### src/rtl/rtp_packet_scheduler.sv
// RTP packet scheduler: splits a frame into packets of at most MAX_PAYLOAD_BITS,
// handshakes each packet with the packetizer and gates the serial payload stream.
module rtp_packet_scheduler #(
    parameter int MAX_PAYLOAD_BITS = 8192,
    parameter int TS_INCREMENT     = 3000,
    parameter int TIMEOUT_CYCLES   = 65535
) (
    input  logic        clk_in,
    input  logic        rst_in,
    input  logic        frame_start_in,
    input  logic [23:0] frame_bits_in,
    input  logic        src_data_in,
    input  logic        src_valid_in,
    output logic        src_ready_out,
    output logic        pkt_prepare_out,
    output logic [15:0] pkt_payload_size_out,
    output logic [31:0] pkt_timestamp_out,
    output logic        pkt_marker_out,
    output logic        pkt_data_out,
    output logic        pkt_data_valid_out,
    input  logic        pkt_ready_in,
    input  logic        pkt_send_in,
    output logic        busy_out,
    output logic        frame_done_out,
    output logic        overrun_out,
    output logic        timeout_out,
    output logic [15:0] packets_sent_out
);

    localparam int                WAIT_W    = $clog2(TIMEOUT_CYCLES + 1);
    localparam logic [23:0]       MAX_REM   = 24'(MAX_PAYLOAD_BITS);
    localparam logic [15:0]       MAX_16    = 16'(MAX_PAYLOAD_BITS);
    localparam logic [31:0]       TS_STEP   = 32'(TS_INCREMENT);
    localparam logic [WAIT_W-1:0] WAIT_LAST = WAIT_W'(TIMEOUT_CYCLES - 1);

    typedef enum logic [2:0] {IDLE, ARM, WAIT_READY, STREAM, WAIT_SEND} state_t;

    state_t            state, state_next;
    logic [23:0]       remaining, remaining_left, arm_rem;
    logic [15:0]       payload, bits_sent, packets_sent;
    logic [31:0]       timestamp;
    logic [WAIT_W-1:0] wait_cnt;
    logic              marker, frame_done, overrun, timeout;
    logic              start_ok, send_ok, transfer, wait_expired, wait_abort, arm_fits;

    always_ff @(posedge clk_in) begin
        if (!rst_in)
            state <= IDLE;
        else
            state <= state_next;
    end

    always_comb begin
        state_next      = state;
        src_ready_out   = 1'b0;
        pkt_prepare_out = 1'b0;
        transfer        = 1'b0;
        start_ok        = 1'b0;
        send_ok         = 1'b0;
        wait_abort      = 1'b0;
        wait_expired    = (wait_cnt == WAIT_LAST);
        remaining_left  = remaining - {8'd0, payload};
        case (state)
            IDLE: begin
                if (frame_start_in && frame_bits_in != 24'd0) begin
                    start_ok   = 1'b1;
                    state_next = ARM;
                end
            end
            ARM: begin
                pkt_prepare_out = 1'b1;
                state_next      = WAIT_READY;
            end
            WAIT_READY: begin
                if (pkt_ready_in) begin
                    state_next = STREAM;
                end else if (wait_expired) begin
                    wait_abort = 1'b1;
                    state_next = IDLE;
                end
            end
            STREAM: begin
                src_ready_out = (bits_sent < payload);
                transfer      = src_ready_out & src_valid_in;
                if (transfer && bits_sent == payload - 16'd1)
                    state_next = WAIT_SEND;
            end
            WAIT_SEND: begin
                if (pkt_send_in) begin
                    send_ok    = 1'b1;
                    state_next = (remaining_left == 24'd0) ? IDLE : ARM;
                end else if (wait_expired) begin
                    wait_abort = 1'b1;
                    state_next = IDLE;
                end
            end
            default: state_next = IDLE;
        endcase
        // Packet size/marker are fixed on entry to ARM so they are stable during the prepare pulse
        arm_rem  = start_ok ? frame_bits_in : remaining_left;
        arm_fits = (arm_rem <= MAX_REM);
    end

    always_ff @(posedge clk_in) begin
        if (!rst_in) begin
            remaining    <= '0;
            payload      <= '0;
            marker       <= 1'b0;
            bits_sent    <= '0;
            wait_cnt     <= '0;
            timestamp    <= '0;
            packets_sent <= '0;
            frame_done   <= 1'b0;
            overrun      <= 1'b0;
            timeout      <= 1'b0;
        end else begin
            frame_done <= 1'b0;
            if (frame_start_in && state != IDLE)
                overrun <= 1'b1;
            if (wait_abort)
                timeout <= 1'b1;
            if (state_next == ARM) begin
                remaining <= arm_rem;
                payload   <= arm_fits ? arm_rem[15:0] : MAX_16;
                marker    <= arm_fits;
            end else if (send_ok) begin
                remaining <= remaining_left;
            end
            if (state == WAIT_READY && pkt_ready_in)
                bits_sent <= '0;
            else if (transfer)
                bits_sent <= bits_sent + 16'd1;
            if (state_next != state)
                wait_cnt <= '0;
            else if (state == WAIT_READY || state == WAIT_SEND)
                wait_cnt <= wait_cnt + 1'b1;
            // The timestamp only advances when a whole frame has been delivered
            if (send_ok) begin
                packets_sent <= packets_sent + 16'd1;
                if (remaining_left == 24'd0) begin
                    frame_done <= 1'b1;
                    timestamp  <= timestamp + TS_STEP;
                end
            end
        end
    end

    assign pkt_payload_size_out = payload;
    assign pkt_timestamp_out    = timestamp;
    assign pkt_marker_out       = marker;
    assign pkt_data_valid_out   = transfer;
    assign pkt_data_out         = (state == STREAM) & src_data_in;
    assign busy_out             = (state != IDLE);
    assign frame_done_out       = frame_done;
    assign overrun_out          = overrun;
    assign timeout_out          = timeout;
    assign packets_sent_out     = packets_sent;

endmodule

### config.mk
export PLATFORM = sky130hd
export DESIGN_NAME = rtp_packet_scheduler
export DESIGN_NICKNAME = d
export VERILOG_FILES = /design/src/rtl/rtp_packet_scheduler.sv
export SDC_FILE = /design/constraint.sdc
export NUM_CORES = 1
export LEC_CHECK = 0
export CAP_MARGIN = 0
export CORE_MARGIN = 5
export CORE_UTILIZATION = 50
export DETAILED_ROUTE_END_ITERATION = 10
export GPL_ROUTABILITY_DRIVEN = 1
export PLACE_DENSITY = 0.73
export SYNTH_ARGS = -nofsm -noshare
export SYNTH_HDL_FRONTEND = slang
export SYNTH_SLANG_ARGS = --single-unit
### constraint.sdc
create_clock -name clk_in -period 4.9 [get_ports clk_in]
set_input_delay 0.49 -clock clk_in [delete_from_list [all_inputs] [get_ports clk_in]]
set_output_delay 0.49 -clock clk_in [all_outputs]
set_load 0.01 [all_outputs]
# Word-level counts from Yosys, hierarchy flattened
# Index checks and enable logic that the tools add are counted.
[word_totals]
out_inout_bits = 73
reg_bits = 127
input_bits = 31
elab_cells = 67
[classes]
n_mux = 23
n_lt_le_gt_ge = 2
add_sub_neg = 6
bitwise = 3
n_reduce_logical = 14
eq_ne = 8
[op_table]
columns = ["op", "count"]
rows = [
  ["2-to-1 mux 24 bit", 3],
  ["adder 16 x 1 -> 16 bit, second input constant", 3],
  ["adder 32 x 12 -> 32 bit, second input constant", 1],
  ["less-or-equal comparator 24 x 14 -> 1 bit, second input constant", 1],
  ["zero test 24 bit", 1],
  ["nonzero test 24 bit", 1],
  ["subtractor 24 x 16 -> 24 bit", 1],
  ["equality test 16 bit", 1],
  ["equality test 16 bit, second input constant", 1],
  ["< comparator 16 bit", 1],
  ["2-to-1 mux 16 bit", 1],
  ["subtractor 16 x 1 -> 16 bit, second input constant", 1],
  ["2-to-1 mux 3 bit", 5],
  ["one-hot mux 3 bit (5 select lines)", 1],
  ["2-to-1 mux 1 bit", 12],
  ["equality test 3 x 1 -> 1 bit, second input constant", 2],
  ["equality test 3 x 2 -> 1 bit, second input constant", 2],
  ["logical AND 1 bit", 4],
  ["AND reduction 2 bit", 2],
  ["OR reduction 2 bit", 2],
  ["equality test 3 bit, second input constant", 1],
  ["zero test 3 bit", 1],
  ["inequality test 3 bit", 1],
  ["nonzero test 3 bit", 1],
  ["other kinds (5)", 6],
]

# Depth between registers and ports, before layout
[logic_depth]
depth_word = 7
ltp_mapped = 15
ltp_nobuf = 12

# Least setup slack after synthesis
# Ideal clock, no wire load.
[synth_path]
path_type = "in2reg"
from = "input frame_bits_in[16]"
to = "register payload[10], in the netlist pkt_payload_size_out[10]"
arrival_ns = 3.871
path_slack_ns = 0.939
n_path_buf = 2
setup_ns = 0.090
cell_stages = 10
t_required_ns = 4.810
path_cell_list = "or4_4 -> nand4b_1 -> o311ai_1 -> mux2i_1 -> o21ai_0 -> o41a_2 -> or4_1 -> buf_6 -> buf_12 -> o32ai_4"
[synth_between]
elab_chain_cells = 7
word_cells_on_any_way = 10
classes_between = "order compare: 1; eq/ne: 1; mux: 6; reduce/logical: 2"
[synth_rtl]
columns = ["element", "line_no", "source"]
rows = [
  ["start, declared", "11", "input logic [23:0] frame_bits_in,"],
  ["nonzero test 24 bit", "65", "if (frame_start_in && frame_bits_in != 24'd0) begin"],
  ["logical AND 1 bit", "65", ""],
  ["2-to-1 mux 1 bit", "65", ""],
  ["2-to-1 mux 1 bit", "63", "case (state)"],
  ["2-to-1 mux 24 bit", "100", "arm_rem = start_ok ? frame_bits_in : remaining_left;"],
  ["less-or-equal comparator 24 x 14 -> 1 bit", "101", "arm_fits = (arm_rem <= MAX_REM);"],
  ["2-to-1 mux 16 bit", "124", "payload <= arm_fits ? arm_rem[15:0] : MAX_16;"],
  ["end signal, assigned", "124", ""],
  ["end, declared", "40", "logic [15:0] payload, bits_sent, packets_sent;"],
]
# Parallel ways exist; a longest one is shown, timed or not.
# A chain may end at the register's enable or synchronous reset.

# Worst setup path after layout
[layout_path]
from = "register payload[3], in the netlist pkt_payload_size_out[3]"
to = "register payload[13], in the netlist pkt_payload_size_out[13]"
[layout_between]
elab_chain_cells = 6
word_cells_on_any_way = 15
classes_between = "add/sub: 2; order compare: 2; eq/ne: 2; mux: 6; bitwise: 1; reduce/logical: 2"
[layout_rtl]
columns = ["element"]
rows = [
  ["branches (longest 6 deep; another with subtractor 24 x 16 -> 24 bit)"],
]
# Parallel ways; which one is timed is not known.

==> flow_metrics.env <==
export IMPL_run_status="complete, no violations"
export IMPL_period_needed_ns=4.250
export IMPL_tritoncts_num_buffers=17
export IMPL_postSynthRegisterBits=124
export IMPL_nets=1194
export IMPL_gr_usage_all_layers_pct=23.85
export IMPL_drc_errors=0
export IMPL_critical_path_origin="pkt_payload_size_out[3]"
export IMPL_tns_ns=0
export IMPL_vias_in_the_first_global_route=7462
export IMPL_cts_hold_buf=0
export IMPL_synth_largest_type_area_fraction_pct=29.88
export IMPL_initialDrtViolationCount=706
export IMPL_total_vias_in_the_final_route=8085
export IMPL_required_ns=5.21
export IMPL_path_delay_family="compound AO/OA/AOI/OAI gates"
export IMPL_post_route_period_util_pct=86.74
export IMPL_leakage_dissipation_nw=3.740
export IMPL_dominantRegCellSynth="sky130_fd_sc_hd__dfxtp_1"
export IMPL_critical_path_most_common_cell="sky130_fd_sc_hd__or4_1"
export IMPL_regToRegSetupSlack_ns=0.65
export IMPL_report_final_setup_viol=0
export IMPL_post_cts_setup_buffers=0
export IMPL_cts_htree_levels=4
export IMPL_synthesis_area_mm2=0.008307
export IMPL_layout_drive_gt1_share_pct=7.306
export IMPL_clockRootBuffer="sky130_fd_sc_hd__clkbuf_16"
export IMPL_drt_first_pass_iters=7
export IMPL_slowest_stage="sky130_fd_sc_hd__or4_1"
export IMPL_synth_area_top_cells="sky130_fd_sc_hd__dfxtp_1 (30%), sky130_fd_sc_hd__ha_1 (5.7%), sky130_fd_sc_hd__nand2_1 (5.1%)"
export IMPL_clock_insertion_delay_worst_skew_ns=0.42
export IMPL_maximum_number_of_pins_on_one_net_before_global_route_repair=61
export IMPL_post_cts_resized=0
export IMPL_max_slew_worst_pin_slew_ns=0.7248
export IMPL_initial_core_util_pct=50.45
export IMPL_yosys_area_share_simple_pct=26.37
export IMPL_max_clock_path_buffers=2
export IMPL_final_max_slew_violation_count=0
export IMPL_wl_per_cell_um=17.42
export IMPL_yosys_area_share_xor_xnor_pct=8.209
export IMPL_rows=47
export IMPL_max_slew_margin_rel_pct=51.27
export IMPL_critical_path_depth=12
export IMPL_areaGrowthSynthToFinish_pct=19.69
export IMPL_postRouteAntennaNets=0
export IMPL_rsz0062_at_grt="false"
export IMPL_synth_largest_area_cell="sky130_fd_sc_hd__dfxtp_1"
export IMPL_synth_area_mux_share_pct=2.064
export IMPL_data_arrival_time_at_the_worst_slack_endpoint_ns=4.56
export IMPL_fp_coreArea_mm2=0.01647
export IMPL_die_x_um=138.9
export IMPL_stdcell_area_mm2=0.009942
export IMPL_dpl_wire_length_um=17350
export IMPL_vias_per_cell=5.962
export IMPL_syn_avg_cell_area_um2=7.980
export IMPL_min_delay_path_class="reg2reg"
export IMPL_buffer_ports_inserted=100
export IMPL_antenna_cells_inserted=0
export IMPL_main_combinational_cell_family_by_area_after_synthesis="simple AND/OR/NAND/NOR gates"
export IMPL_fp_dieH_um=138.9
export IMPL_buffers_and_inverters_on_the_worst_path=2
export IMPL_synth_compound_area_share_pct=20.71
export IMPL_irDropWorstVdd_mv=0.3189
export IMPL_worst_setup_hold_path_clk_slew_ns=0.06
export IMPL_ff2ff_path_depth=12
export IMPL_route_final_wire_length_um=23620
export IMPL_dpl_instance_area_mm2=0.009356
export IMPL_yosys_cell_types_count=84
export IMPL_worst_setup_path_start_kind="flip-flop"
export IMPL_synth_edff_count=0
export IMPL_worstHoldStart="remaining[12]"
export IMPL_tritoncts="yes"
export IMPL_drv_max_cap_violation_count=0
export IMPL_grt_pass1_wl_um=38350
export IMPL_synth_seq_area_share_pct=29.88
export IMPL_fin_skew_ns=0.009683
export IMPL_synth_adder_area_share_pct=5.965
export IMPL_synthMostInstantiatedCell="sky130_fd_sc_hd__dfxtp_1"
export IMPL_fp_dieArea_mm2=0.01929
export IMPL_rr_startpoint="pkt_payload_size_out[3]"
export IMPL_cell_count_after_synthesis=1041
export IMPL_r2r_end="pkt_payload_size_out[13]"
export IMPL_cpPeakStageDelay_ns=0.53
export IMPL_achievable_frequency_ghz=0.2353
export IMPL_cp_max_fo=15
export IMPL_grt_antenna_before_repair=0
export IMPL_global_route_congestion_overflow_total=0
export IMPL_final_hold_viol_count=0
export IMPL_ioPinCount=104
export IMPL_place_gp_congestion=0.9367
export IMPL_criticalPathCategory="reg2reg"
export IMPL_synth_commonest_cells="sky130_fd_sc_hd__dfxtp_1 (124), sky130_fd_sc_hd__nand2_1 (113), sky130_fd_sc_hd__nor2_1 (110)"
export IMPL_synthesis_yosys_warnings=0
export IMPL_total_power_draw_mw=3.534
export IMPL_timing_critical_path_to="pkt_payload_size_out[13]"
export IMPL_worstSetupEndpointType="flip-flop"
export IMPL_power_density_mw_per_mm2=355.5
export IMPL_ys_async_sr_fraction_pct=0
export IMPL_cts_sinks=124
export IMPL_worstPathCellList="inv_1, ha_1, nand2_1, a211o_2, a21oi_1, or4_1, o2111ai_1, mux2_2, a2111o_1, or4_1, buf_4, o311a_1"
power by group:
group	leakage, nW	switching, mW	internal (mW)
clock	0.283	0.473	0.788
sequential	1.00	0.0432	1.04
combinational	2.46	0.734	0.451
cell type report:
class	count	area (µm²)
Fill cell	1505	6524
Timing Repair Buffer	119	1139
Sequential cell	124	2482
Clock inverter	9	111.4
Multi-Input combinational cell	818	5295
Clock buffer	22	474.2
Inverter	44	165.2
Tap cell	220	275.3
how the worst min path moves through the flow:
stage / depth (start not counted) / endpoint / slack, ns
after floorplan: 2 / remaining[0] / 0.43
after global placement: 2 / remaining[8] / 0.43
after detailed placement: 2 / remaining[8] / 0.44
after CTS: 2 / remaining[12] / 0.46
after global routing: 2 / remaining[0] / 0.47
final: 2 / remaining[12] / 0.46
cells by family after synthesis:
kind of cell	count (synthesis)
AOI/OAI and AO/OA	239
xor gates and xnor gates	77
adders and majority gates	39
buffers and inverters	101
DFF	124
muxes	17
other	1
and+or+nand+nor	443
stage by stage:
| step | utilization, % | instances | setup slack [ns] | hold WS, ns |
|---|---|---|---|---|
| after floorplan | - | 1043 | 0.9393 | 0.4250 |
| after global placement | 56.82 | 1325 | 0.6492 | 0.4339 |
| after detailed placement | 56.82 | 1325 | 0.5911 | 0.4382 |
| after CTS | 60.38 | 1356 | 0.7006 | 0.4637 |
| after global routing | 60.38 | 1356 | 0.4521 | 0.4750 |
| final | 60.38 | 1356 | 0.6499 | 0.4629 |
layout by cell type (no fill, tap or decap), drive strengths merged, types with 30 or more instances in the layout:
cell type        n
dfxtp          124
nand2          114
nor2           110
clkdlybuf4s50   99
a21oi           52
xor2            47
inv             46
o21ai           44
nand3           42
ha              38
xnor2           30
worst reg2reg max path: stages (launching register included):
cell	delay (ns)
sky130_fd_sc_hd__dfxtp_1	0.51
sky130_fd_sc_hd__inv_1	0.16
sky130_fd_sc_hd__ha_1	0.44
sky130_fd_sc_hd__nand2_1	0.12
sky130_fd_sc_hd__a211o_2	0.35
sky130_fd_sc_hd__a21oi_1	0.42
sky130_fd_sc_hd__or4_1	0.19
sky130_fd_sc_hd__o2111ai_1	0.17
sky130_fd_sc_hd__mux2_2	0.32
sky130_fd_sc_hd__a2111o_1	0.39
sky130_fd_sc_hd__or4_1	0.53
sky130_fd_sc_hd__buf_4	0.23
sky130_fd_sc_hd__o311a_1	0.30
sequential cells by signal (all words and copies together) (netlist names):
signal	flops
remaining	24
state	3
frame_done_out	1
bits_sent	16
pkt_timestamp_out	29
packets_sent_out	16
pkt_marker_out	1
timeout_out	1
overrun_out	1
pkt_payload_size_out	16
wait_cnt	16
per-layer routing:
layer  track usage [%]  vias to the layer above  part of all wire (%)
li1                  -                     3935                     -
met1             33.08                     3818                    46
met2             38.30                      289                    46
met3             4.517                       43                   6.5
met4             6.179                        0                   1.6
met5                 0                        -                     0
(Power assumes the default switching activity.)
